File: src/rtl/cascaded_up_down_counter_pkg.sv
// cascaded_up_down_counter_pkg: shared defaults, mode encoding and bus-slice helper
package cascaded_up_down_counter_pkg;
  localparam int DEF_WIDTH = 32;
  localparam int DEF_STAGES = 3;
  localparam logic MODE_UP = 1'b0;
  localparam logic MODE_DOWN = 1'b1;
  function automatic int slice_lo(input int idx, input int w);
    return idx * w;
  endfunction
endpackage

File: src/rtl/cascaded_up_down_counter_stage.sv
// cascaded_up_down_counter_stage: one up/down stage (clk, rst, adv_i, down_i, load_i, load_val_i, max_i -> count_o, term_o)
module cascaded_up_down_counter_stage
  import cascaded_up_down_counter_pkg::*;
#(
  parameter int WIDTH = DEF_WIDTH
) (
  input  logic             clk,
  input  logic             rst,
  input  logic             adv_i,
  input  logic             down_i,
  input  logic             load_i,
  input  logic [WIDTH-1:0] load_val_i,
  input  logic [WIDTH-1:0] max_i,
  output logic [WIDTH-1:0] count_o,
  output logic             term_o
);
  logic [WIDTH-1:0] count_q, count_d, wrap_val, step_val;
  logic down;
  assign down = (down_i == MODE_DOWN);
  assign term_o = down ? (count_q == '0) : (count_q >= max_i);
  assign wrap_val = down ? max_i : '0;
  assign step_val = down ? count_q - 1'b1 : count_q + 1'b1;
  assign count_d = load_i ? load_val_i : adv_i ? (term_o ? wrap_val : step_val) : count_q;
  assign count_o = count_q;
  always_ff @(posedge clk) begin
    count_q <= rst ? '0 : count_d;
  end
endmodule

File: src/rtl/cascaded_up_down_counter.sv
// cascaded_up_down_counter: STAGES chained up/down counters (clock, reset, io_en, io_down, io_load, io_load_val, io_count_max -> io_count, io_clr, io_all_wrap)
module cascaded_up_down_counter
  import cascaded_up_down_counter_pkg::*;
#(
  parameter int WIDTH = DEF_WIDTH,
  parameter int STAGES = DEF_STAGES
) (
  input  logic                    clock,
  input  logic                    reset,
  input  logic                    io_en,
  input  logic                    io_down,
  input  logic                    io_load,
  input  logic [STAGES*WIDTH-1:0] io_load_val,
  input  logic [STAGES*WIDTH-1:0] io_count_max,
  output logic [STAGES*WIDTH-1:0] io_count,
  output logic [STAGES-1:0]       io_clr,
  output logic                    io_all_wrap
);
  logic [STAGES-1:0] adv, term;
  always_comb begin
    adv = '0;
    adv[0] = io_en;
    for (int i = 1; i < STAGES; i++) adv[i] = adv[i-1] & term[i-1];
  end
  assign io_clr = adv & term & {STAGES{~(reset | io_load)}};
  assign io_all_wrap = io_clr[STAGES-1];
  for (genvar g = 0; g < STAGES; g++) begin : g_stage
    cascaded_up_down_counter_stage #(.WIDTH(WIDTH)) u_stage (
      .clk        (clock),
      .rst        (reset),
      .adv_i      (adv[g]),
      .down_i     (io_down),
      .load_i     (io_load),
      .load_val_i (io_load_val[slice_lo(g, WIDTH) +: WIDTH]),
      .max_i      (io_count_max[slice_lo(g, WIDTH) +: WIDTH]),
      .count_o    (io_count[slice_lo(g, WIDTH) +: WIDTH]),
      .term_o     (term[g])
    );
  end
endmodule

File: config.mk
export PLATFORM = sky130hd
export DESIGN_NAME = cascaded_up_down_counter
export DESIGN_NICKNAME = d
export VERILOG_FILES = /design/src/rtl/cascaded_up_down_counter_pkg.sv /design/src/rtl/cascaded_up_down_counter_stage.sv /design/src/rtl/cascaded_up_down_counter.sv
export SDC_FILE = /design/constraint.sdc
export NUM_CORES = 1
export LEC_CHECK = 0
export CAP_MARGIN = 0
export CORE_UTILIZATION = 52
export CTS_CLUSTER_SIZE = 20
export DETAILED_ROUTE_END_ITERATION = 8
export PLACE_DENSITY = 0.9
export SYNTH_ARGS = -nofsm -noshare
export SYNTH_HDL_FRONTEND = slang
export SYNTH_SLANG_ARGS = --single-unit
File: constraint.sdc
create_clock -name clock -period 4.3 [get_ports clock]
set_input_delay 0.645 -clock clock [delete_from_list [all_inputs] [get_ports clock]]
set_output_delay 0.645 -clock clock [all_outputs]
set_load 0.05 [all_outputs]
### Yosys cells after proc, flatten, opt, wreduce, memory -nomap -nowiden

Index checks and enable logic that the tools add are counted.

| word-level totals | value |
|---|---|
| register bits | 96 |
| input port bits | 197 |
| output and inout bits | 100 |
| word-level logic and storage cells | 42 |

| cells by class | value |
|---|---|
| $add $sub $neg | 6 |
| $lt $le $gt $ge | 3 |
| muxes and demuxes | 18 |
| bitwise operators | 6 |
| reduce and logical (&&, ||, !) cells | 6 |

Operators by type and width:

| kind | number |
|---|---|
| 32-bit two-way mux | 15 |
| 32-bit by 1-bit adder with 32-bit output (second input constant) | 3 |
| 32-bit >= comparator | 3 |
| 32-bit zero test | 3 |
| 32-bit by 1-bit subtractor with 32-bit output (second input constant) | 3 |
| 3-bit bitwise AND | 2 |
| 2-bit nonzero test | 3 |
| 1-bit two-way mux | 3 |
| 1-bit bitwise AND | 2 |
| 1-bit inverter | 1 |
| 1-bit bitwise OR | 1 |

### Logic depth before layout (Yosys ltp)

| logic depth | value |
|---|---|
| depth after elaboration | 6 |
| gate-level depth with buffers | 14 |
| mapped depth without buffers | 12 |

### By module

From an unflattened synthesis, not the netlist that was laid out.

| second synthesis, totals | value |
|---|---|
| cell total of the unflattened synthesis | 1,793 |
| area, all modules | 12,849.8 sq um |

Modules (own cells, without submodules):

| module | times used | cells an instance | area an instance (sq um) | seq. area each (sq um) |
|---|---|---|---|---|
| cascaded_up_down_counter_stage at g_stage[2].u_stage | 1 | 618 | 4,425.5 | 640.6 |
| cascaded_up_down_counter_stage at g_stage[0].u_stage | 1 | 613 | 4,304.1 | 640.6 |
| cascaded_up_down_counter_stage at g_stage[1].u_stage | 1 | 555 | 4,060.1 | 640.6 |
| cascaded_up_down_counter | 1 | 7 | 60.1 | 0.0 |

### Worst setup path before layout

Ideal clock, no wire load.

| timing | value |
|---|---|
| kind | reg2out |
| from | register g_stage[0].u_stage.count_q[0] |
| to | output port io_clr[2] |
| arrival | 4.282 ns |
| data required time | 3.655 ns |
| slack | -0.627 ns |
| stages on the path, launching flop included | 14 |
| path buffers | 3 |
| cell sequence | dfxtp_1 > inv_1 > ha_1 > nor2b_1 > o21ai_1 > nand4_1 > a211oi_1 > o211ai_1 > a211oi_1 > clkbuf_1 > buf_2 > nand2_1 > nor3_1 > buf_4 |

| on the way | value |
|---|---|
| longest elaborated chain between the ends | 6 |
| elaborated cells between the ends (all ways) | 7 |
| classes of those cells | 1 x order compare; 1 x mux; 4 x bitwise; 1 x reduce/logical |

RTL lines:

| what | RTL line | RTL |
|---|---|---|
| from (decl) | cascaded_up_down_counter_stage.sv:17 | `logic [WIDTH-1:0] count_q, count_d, wrap_val, step_val;` |
| from (signal assigned) | cascaded_up_down_counter_stage.sv:26 | `count_q <= rst ? '0 : count_d;` |
| 32-bit >= comparator / 32-bit zero test (equally long branches) | cascaded_up_down_counter_stage.sv:20 | `assign term_o = down ? (count_q == '0) : (count_q >= max_i);` |
| 1-bit two-way mux (*) | cascaded_up_down_counter_stage.sv:20 |  |
| 1-bit bitwise AND (*) (2 in a row) | cascaded_up_down_counter.sv:23 | `for (int i = 1; i < STAGES; i++) adv[i] = adv[i-1] & term[i-1];` |
| 3-bit bitwise AND (*) (2 in a row) | cascaded_up_down_counter.sv:25 | `assign io_clr = adv & term & {STAGES{~(reset \| io_load)}};` |
| to (decl) | cascaded_up_down_counter.sv:16 | `output logic [STAGES-1:0] io_clr,` |

Every way passes the cells marked *; elsewhere a longest branch is shown, timed or not.

### Final worst setup path

| timing | value |
|---|---|
| from | input port io_count_max[2] |
| to | output port io_all_wrap |

| on the way | value |
|---|---|
| longest elaborated chain between the ends | 6 |

RTL lines:

| what | RTL line | RTL |
|---|---|---|
| from (decl) | cascaded_up_down_counter.sv:14 | `input logic [STAGES*WIDTH-1:0] io_count_max,` |
| 32-bit >= comparator | cascaded_up_down_counter_stage.sv:20 |  |
| 1-bit two-way mux | cascaded_up_down_counter_stage.sv:20 |  |
| 1-bit bitwise AND (2 in a row) | cascaded_up_down_counter.sv:23 |  |
| 3-bit bitwise AND (2 in a row) | cascaded_up_down_counter.sv:25 |  |
| to (decl) | cascaded_up_down_counter.sv:17 | `output logic io_all_wrap` |

No other way between the ends.

==> results.ini <==
[routing]
routed_via_density = 6.52
wirelength_mm = 46.6
antenna_left = 0
drtIter0Drc = 1504
first_pass_iters = 7
wl_per_cell_um = 20.5
drc = 0
dr_total_vias = 14800

[power]
p_switching_mw = 1.86
power_frac_seq_pct = 25.6
p_int_mw = 2.47
swShare_pct = 43.0
p_comb_share_pct = 51.5
clkPwrFrac_pct = 22.9
peakVddDrop_uv = 183
powerDensity_nw_per_um2 = 268
p_leak_nw = 7.21

[die]
fp.dieW_um = 156
rows = 56
start_util_pct = 53.0
die_h_um = 156
pin_count = 297
core_area_um2 = 23400
design.die.area_um2 = 24500

[logic_synthesis]
synth_warnings = 0
synth-edff-count = 0
synth-seq-cells = 96
synth_cell_types = 84
syn_area_um2 = 12400
syn-num-nets = 2058
seq_area_frac_synth_pct = 15.5
ys.flop_type = dfxtp_1
synthArstFlopShare_pct = 0
avgSynthCellArea_um2 = 7.41
synthCells = 1672

[placed_design]
gp_congestion = 0.987
dp_hpwl_mm = 35.7
placed_cells_incl_taps = 2250
dpl_worst_slack_ns = -0.109
io_buffers = 296

[timing]
holdWs_ns = 0.561
worst_pin_slew_ns = 0.867
setup_violations = 0
slew_violations = 0
finalClockSkew_ns = 0.0108
layout_min_cycle_time_ns = 4.28
setup_ws_ns = 0.0239
fin_setup_tns_ns = 0
fmax_mhz = 234
rsz0062_at_grt = no
timing.slew.headroom_pct = 42.2
final_hold_viol_count = 0
min_period_over_period_pct = 99.4

[min_path]
min-delay-start = g_stage[2].u_stage.count_o[12]
hp-class = flop to flop

[cells_and_area]
stdcell_count = 2267
nets = 2329
most-common-layout-cells = 288 x clkdlybuf4s50_1, 186 x ha_1, 163 x a21oi_1
largest_reg_flops = 96
area_delta_synth_final_pct = 30.6
drive_gt1_share_pct = 4.98
diodes = 0
final_common_cell = clkdlybuf4s50_1

[worst_setup_path]
startpoint_type = input pin
cp-end-kind = output pin
cp.arrival_ns = 3.63
crit_start = io_count_max[2]
reg2reg_from = g_stage[0].u_stage.count_o[0]
crit_type = input pin to output pin
crit_fanout = 5
required_ns = 3.65

[flow_run]
max-cap-violations = 0

[clocking]
root_buffer = clkbuf_16
htreeDepth = 3
worstSkewPairLatency_ns = 0.37
tritoncts = built
cts_buffer_depth = 2
clock-sinks = 96
path_clk_slew_ns = 0.08
cts_made_buffers = 9
cts.hold.buffers_added = 0

[grt]
grt_max_degree = 77
grt_pass1_wl_mm = 72.6
grt_pass1_vias = 14100
grt-ovfl-total = 0
antenna_found_initial = 2
grt.total_usage_pct = 37.2

[outcome]
status = finished clean

## what timing repair did
action | CTS | global route
buffers inserted | 1 | 0
endpoints found under the setup margin | 3 | 3
gates resized for setup | 4 | 0
pin swaps | 3 | 1
## critical path, stage by stage
cell	delay, ns
clkdlybuf4s50_1	0.49
inv_1	0.06
ha_1	0.29
nand2_1	0.05
o21ai_1	0.21
nand4_1	0.13
a211oi_1	0.41
o211ai_1	0.30
a211oi_4	0.34
nand2_2	0.21
nor3_4	0.31
buf_12	0.18
## final cells by class
class	count	area (um^2)
inverters	128	480
well taps	319	399
flip-flops and latches	96	1920
fillers	1950	7220
repair buffers	335	3320
clock buffers	10	229
clock inverters	6	115
multi-input cells	1373	9710
## through the flow
stage	area [um^2]	utilization (%)	power [mW]
2_1_floorplan	12400	-	2.53
3_3_place_gp	15800	67.6	3.25
3_5_place_dp	15800	67.6	3.29
4_1_cts	16200	69.1	4.29
5_1_grt	16200	69.1	4.54
6_report	16200	69.1	4.34
## worst paths after layout
path / to / slack, ns / depth (start not counted)
max: io_all_wrap / 0.02 / 12
min: g_stage[2].u_stage.count_o[12] / 0.56 / 2
max reg2reg: g_stage[2].u_stage.count_o[19] / 0.39 / 14
min reg2reg: g_stage[2].u_stage.count_o[12] / 0.56 / 2
## routing by layer
metal	global-route usage, %	share of wire [%]	vias to the layer above
met3	7.14	10	185
met2	62.2	45	915
met4	18.5	4.7	4
met5	0	0.062	-
li1	-	-	6838
met1	45.5	40	6843
## power by group through the flow
| stage | logic (mW) | clock network [mW] | registers [mW] |
|---|---|---|---|
| after floorplan | 1.20 | 0 | 1.33 |
| after global placement | 2.12 | 0 | 1.12 |
| after detailed placement | 2.17 | 0 | 1.12 |
| after CTS | 2.19 | 0.999 | 1.10 |
| after global routing | 2.40 | 1.03 | 1.12 |
| final | 2.23 | 0.995 | 1.11 |
## cells in the mapped netlist, drive strengths merged, types with 16 or more instances
master	count	area [um^2]
a21oi	164	825
nand4	31	194
nor2b	20	125
buf	24	130
nor3	45	230
dfxtp	96	1920
nor2	111	432
o31ai	16	130
or3	22	138
a21o	69	526
inv	126	473
xnor2	36	315
a221o	19	190
o211ai	56	420
ha	186	2330
xor2	36	315
nand2	146	548
nor4	32	213
a31oi	19	119
nand3	38	190
clkbuf	51	191
o21ai	88	440
a211oi	40	315
## logic make-up after synthesis
logic type                 Yosys count  share of synthesized area (%)
DFF                                 96                           15.5
xor gates and xnor gates            72                           5.09
and+or+nand+nor                    494                           19.4
muxes                                7                          0.616
adders and majority gates          189                           19.3
AOI/OAI and AO/OA                  611                           33.7
buffers and inverters              203                           6.47
Power figures use the tool's default switching activity.
